==> config.mk <==
export PLATFORM = sky130hd
export DESIGN_NAME = sub_arbiter
export DESIGN_NICKNAME = d
export VERILOG_FILES = /design/src/rtl/sub_arbiter.sv
export SDC_FILE = /design/constraint.sdc
export NUM_CORES = 1
export LEC_CHECK = 0
export CAP_MARGIN = 10
export CORE_MARGIN = 2
export CORE_UTILIZATION = 45
export CTS_BUF_LIST = sky130_fd_sc_hd__clkbuf_2 sky130_fd_sc_hd__clkbuf_4 sky130_fd_sc_hd__clkbuf_8
export DETAILED_ROUTE_END_ITERATION = 8
export DONT_BUFFER_PORTS = 1
export GPL_TIMING_DRIVEN = 0
export PLACE_DENSITY = 0.7
export SYNTH_ARGS = -nofsm -noshare
export SYNTH_HDL_FRONTEND = slang
export SYNTH_SLANG_ARGS = --single-unit
==> constraint.sdc <==
create_clock -name clk -period 2.84 [get_ports clk]
set_input_delay 0.568 -clock clk [delete_from_list [all_inputs] [get_ports clk]]
set_output_delay 0.568 -clock clk [all_outputs]
set_load 0.01 [all_outputs]
==> src/rtl/sub_arbiter.sv <==
// Round-robin arbiter that feeds one shared registered subtractor and returns
// the tagged difference and borrow two cycles after each grant.
module sub_arbiter #(
    parameter int N_REQ = 4,
    parameter int W     = 16,
    parameter int IDW   = $clog2(N_REQ)
) (
    input  logic               clk,
    input  logic               rst,
    input  logic [N_REQ-1:0]   req_valid,
    input  logic [N_REQ*W-1:0] req_a,
    input  logic [N_REQ*W-1:0] req_b,
    output logic [N_REQ-1:0]   req_ready,
    output logic [W-1:0]       sub_a,
    output logic [W-1:0]       sub_b,
    input  logic [W-1:0]       sub_diff,
    output logic               resp_valid,
    output logic [IDW-1:0]     resp_id,
    output logic [W-1:0]       resp_diff,
    output logic               resp_borrow
);

    logic [IDW-1:0] last;
    logic [IDW-1:0] win;
    logic [IDW-1:0] cand;
    logic           found;
    logic [W-1:0]   win_a;
    logic [W-1:0]   win_b;

    // vld_pipe[1] tracks the operand register, vld_pipe[2] the subtractor output
    logic [2:1]     vld_pipe;
    logic [IDW-1:0] id1, id2;
    logic           bor1, bor2;

    function automatic logic [IDW-1:0] wrap(input int v);
        return IDW'(v % N_REQ);
    endfunction

    // Search starts just past the last winner, so the previous winner is tried last
    always_comb begin
        found     = 1'b0;
        win       = '0;
        cand      = '0;
        req_ready = '0;
        for (int k = 1; k <= N_REQ; k++) begin
            cand = wrap(int'(last) + k);
            if (!found && req_valid[cand]) begin
                found = 1'b1;
                win   = cand;
            end
        end
        if (found) req_ready[win] = 1'b1;
    end

    assign win_a = req_a[int'(win)*W +: W];
    assign win_b = req_b[int'(win)*W +: W];

    always_ff @(posedge clk or negedge rst) begin
        if (!rst) begin
            last  <= IDW'(N_REQ - 1);
            sub_a <= '0;
            sub_b <= '0;
            id1   <= '0;
            bor1  <= 1'b0;
        end else if (found) begin
            last  <= win;
            sub_a <= win_a;
            sub_b <= win_b;
            id1   <= win;
            bor1  <= (win_a < win_b);
        end
    end

    always_ff @(posedge clk or negedge rst) begin
        if (!rst) begin
            vld_pipe <= '0;
            id2      <= '0;
            bor2     <= 1'b0;
        end else begin
            vld_pipe <= {vld_pipe[1], found};
            id2      <= id1;
            bor2     <= bor1;
        end
    end

    assign resp_valid  = vld_pipe[2];
    assign resp_id     = id2;
    assign resp_borrow = bor2;
    assign resp_diff   = sub_diff;

endmodule

==> flow_metrics.env <==
export IMPL_start_util_pct=46.28
export IMPL_io_buffers=0
export IMPL_cts_sinks=42
export IMPL_finalNonFillerCells=460
export IMPL_swShare_pct=40.74
export IMPL_p_clk_share_pct=11.5
export IMPL_relSlewSlack_pct=38.80
export IMPL_syn2layout_area_growth_pct=37.45
export IMPL_yosysWarnings=0
export IMPL_fmax_mhz=336.2
export IMPL_synthDistinctLibCells=38
export IMPL_rr_worst_depth=15
export IMPL_fin_area_mm2=0.004298
export IMPL_vias_per_cell=5.907
export IMPL_p_comb_share_pct=63.9
export IMPL_grt_max_degree=41
export IMPL_fin_crit_ps=2975
export IMPL_synth_edf_count=0
export IMPL_max_cap_viol_count=0
export IMPL_synth_compound_area_share_pct=10.96
export IMPL_fin_crit_sh_pct=104.7
export IMPL_vias=2717
export IMPL_grt_usage_pct=25.59
export IMPL_placed_cells=417
export IMPL_worst_slew_pin_slew_ps=910.4
export IMPL_arrival_ps=3220
export IMPL_die_h_um=87.36
export IMPL_async_flop_share_pct=100.0
export IMPL_ys_seq_elements=42
export IMPL_cts_made_buffers=5
export IMPL_grt_pass1_wl_mm=14.43
export IMPL_critPathKind="reg2reg"
export IMPL_synth_xor_area_share_pct=0
export IMPL_finalWorstSetupSlack_ps=-134.5
export IMPL_hold_slack_ps=99.66
export IMPL_drtIter0Drc=74
export IMPL_endpoint_kind="flip-flop"
export IMPL_syn_inst=337
export IMPL_htreeDepth=2
export IMPL_placed_area_mm2=0.003249
export IMPL_synth_ff_type="dfrtp_1"
export IMPL_r2r_end="bor1"
export IMPL_dp_hpwl_mm=7.112
export IMPL_dieArea_mm2=0.007631
export IMPL_synthSimpleGateAreaFrac_pct=14.61
export IMPL_fin_nets=544
export IMPL_seq_area_frac_synth_pct=33.69
export IMPL_skew_ps=2.947
export IMPL_rsz0062_at_grt="yes"
export IMPL_hold_violations=0
export IMPL_critPathRequiredTime_ps=3080
export IMPL_antenna_found_initial=0
export IMPL_seq_power_share_pct=24.5
export IMPL_place_congestion=0.8086
export IMPL_report_final_slew_viol_count=0
export IMPL_finalWirelength_mm=10.46
export IMPL_crit_fanout=5
export IMPL_clkTransAtPathRegs_ps=90
export IMPL_synthMuxAreaShare_pct=26.21
export IMPL_ant_nets=0
export IMPL_routedWlPerCell_um=22.75
export IMPL_worstSetupStartpointType="flip-flop"
export IMPL_core_area_mm2=0.006756
export IMPL_p_sw_mw=2.025
export IMPL_synth_area_mm2=0.003127
export IMPL_rr_startpoint="last[1]"
export IMPL_drc_errors=0
export IMPL_dpl_worst_slack_ps=-477.4
export IMPL_outcome="finished with violations"
export IMPL_power_density_mw_per_mm2=1156
export IMPL_synth_top_family_by_area="multiplexers"
export IMPL_violations="setup timing"
export IMPL_tritoncts="yes"
export IMPL_root_buffer="clkbuf_8"
export IMPL_clkLatencyLatePin_ps=300
export IMPL_cts_max_path_buffers=2
export IMPL_leakage_nw=1.889
export IMPL_setup_violations=1
export IMPL_overflow=0
export IMPL_n_antenna_cell=0
export IMPL_first_pass_iters=4
export IMPL_synthAdderAreaFrac_pct=6.002
export IMPL_intPower_mw=2.945
export IMPL_hp_class="in2async"
export IMPL_rows=30
export IMPL_first_global_vias=2760
export IMPL_r2r_setup_slack_ps=-130
export IMPL_synth_area_per_cell_um2=9.278
export IMPL_die_w_um=87.36
export IMPL_drive_gt1_share_pct=37.63
export IMPL_syn_num_nets=502
export IMPL_vdd_drop_max_v=0.0006034
export IMPL_io_pins=206
## layer usage
metal	GRT usage, %	share of wire [%]	up-vias
met5	0	0	-
met4	6.434	1.3	0
met3	5.403	7.8	13
met2	46.97	53	144
met1	30.09	38	1311
li1	-	-	1249
## power by group through the flow
stage	registers [mW]	logic, mW	clock network (mW)
floorplan	1.14	1.50	0
global placement	1.21	1.84	0
detailed placement	1.22	1.91	0
CTS	1.22	2.91	0.579
global route	1.25	3.40	0.607
finish	1.22	3.18	0.573
## flip-flops by register name, summed over array words and instances, names as in the netlist
name         flops
sub_b           16
sub_a           16
resp_borrow      1
last             2
id1              2
vld_pipe         2
resp_id          2
bor1             1
## synth_stat cells, types with 3 or more instances
cell,count,area share [%]
a211oi_1,4,0.96
a21oi_1,3,0.48
buf_2,6,0.96
buf_4,17,4.1
buf_6,6,2.2
clkbuf_1,8,0.96
dfrtp_1,40,32
ha_1,15,6.0
mux2_2,15,5.4
mux2i_1,65,21
nand2_1,86,10
nor2_1,3,0.36
nor2b_1,3,0.60
nor3_1,3,0.48
o21ai_0,19,3.0
o21ai_1,15,2.4
## cells in the final DEF, fill, tap and decap left out, types with 2 or more instances in the layout
cell / netlist / final
dfrtp_1: 40 / 40
buf_12: 0 / 12
inv_1: 2 / 2
a21oi_2: 0 / 2
nor2_1: 3 / 3
mux2i_2: 0 / 4
clkbuf_1: 8 / 6
clkbuf_16: 0 / 2
a211oi_2: 0 / 2
a211oi_1: 4 / 2
nand2_1: 86 / 86
o21ai_1: 15 / 19
o21ai_2: 0 / 9
mux2i_1: 65 / 45
bufinv_16: 0 / 2
buf_4: 17 / 39
buf_8: 0 / 3
clkbuf_8: 0 / 6
nor3_2: 0 / 2
nand4_1: 2 / 2
a21o_1: 2 / 2
and3_1: 2 / 2
o21ai_4: 0 / 3
mux2_2: 15 / 14
ha_1: 15 / 9
o21ai_0: 19 / 3
mux2i_4: 0 / 16
buf_6: 6 / 8
dfstp_2: 2 / 2
nor2b_1: 3 / 2
ha_4: 0 / 6
o31ai_1: 2 / 2
## through the flow
step,utilization [%],TNS [ps],total power [mW]
final,63.61,-134.5,4.969
after global routing,63.61,-265.0,5.250
after CTS,61.02,-83.75,4.706
after detailed placement,48.09,-477.4,3.126
after global placement,48.09,-340.2,3.050
after floorplan,-,0,2.640
## layout make-up
| class | count | area [um2] |
|---|---|---|
| plain buffers | 36 | 381.6 |
| clock buffers | 5 | 68.82 |
| clock inverters | 3 | 68.82 |
| fillers | 553 | 2459 |
| inverters | 3 | 11.26 |
| multi-input cells | 255 | 2213 |
| flip-flops and latches | 42 | 1054 |
| well taps | 80 | 100.1 |
| repair buffers | 36 | 400.4 |
## cell families after synthesis
| family | Yosys count |
|---|---|
| simple gates | 105 |
| flops | 42 |
| fa+ha+maj | 15 |
| mux | 80 |
| compound gates | 55 |
| buf+inv | 40 |
## worst max-delay path by stage
stage	slack, ps	end	start
after global placement	-340	bor1	req_valid[3]
after global routing	-260	bor1	last[1]
after detailed placement	-480	bor1	req_valid[3]
after CTS	-80	bor1	last[1]
final	-130	bor1	last[1]
after floorplan	20	bor1	req_valid[3]
## critical path, cell delays in order, from the launching register on
cell	delay, ps
dfstp_2	610
nand3b_4	100
a31oi_4	250
buf_12	160
buf_12	120
buf_8	130
buf_4	120
buf_4	100
mux2i_1	230
mux2i_2	150
ha_1	220
a21o_1	150
a211oi_1	220
nand2_1	90
nor3_2	110
a221o_1	150
## what timing repair did
| item | CTS | global route |
|---|---|---|
| hold buffers | 1 | 0 |
| gates resized for setup | 102 | 24 |
| setup endpoints to repair | 2 | 2 |
| pin swaps | 20 | 11 |
| buffers inserted | 30 | 2 |
| cloned | 2 | 1 |
| endpoints found under the hold margin | 40 | 0 |
No activity file was read; power rests on OpenSTA's default activity.
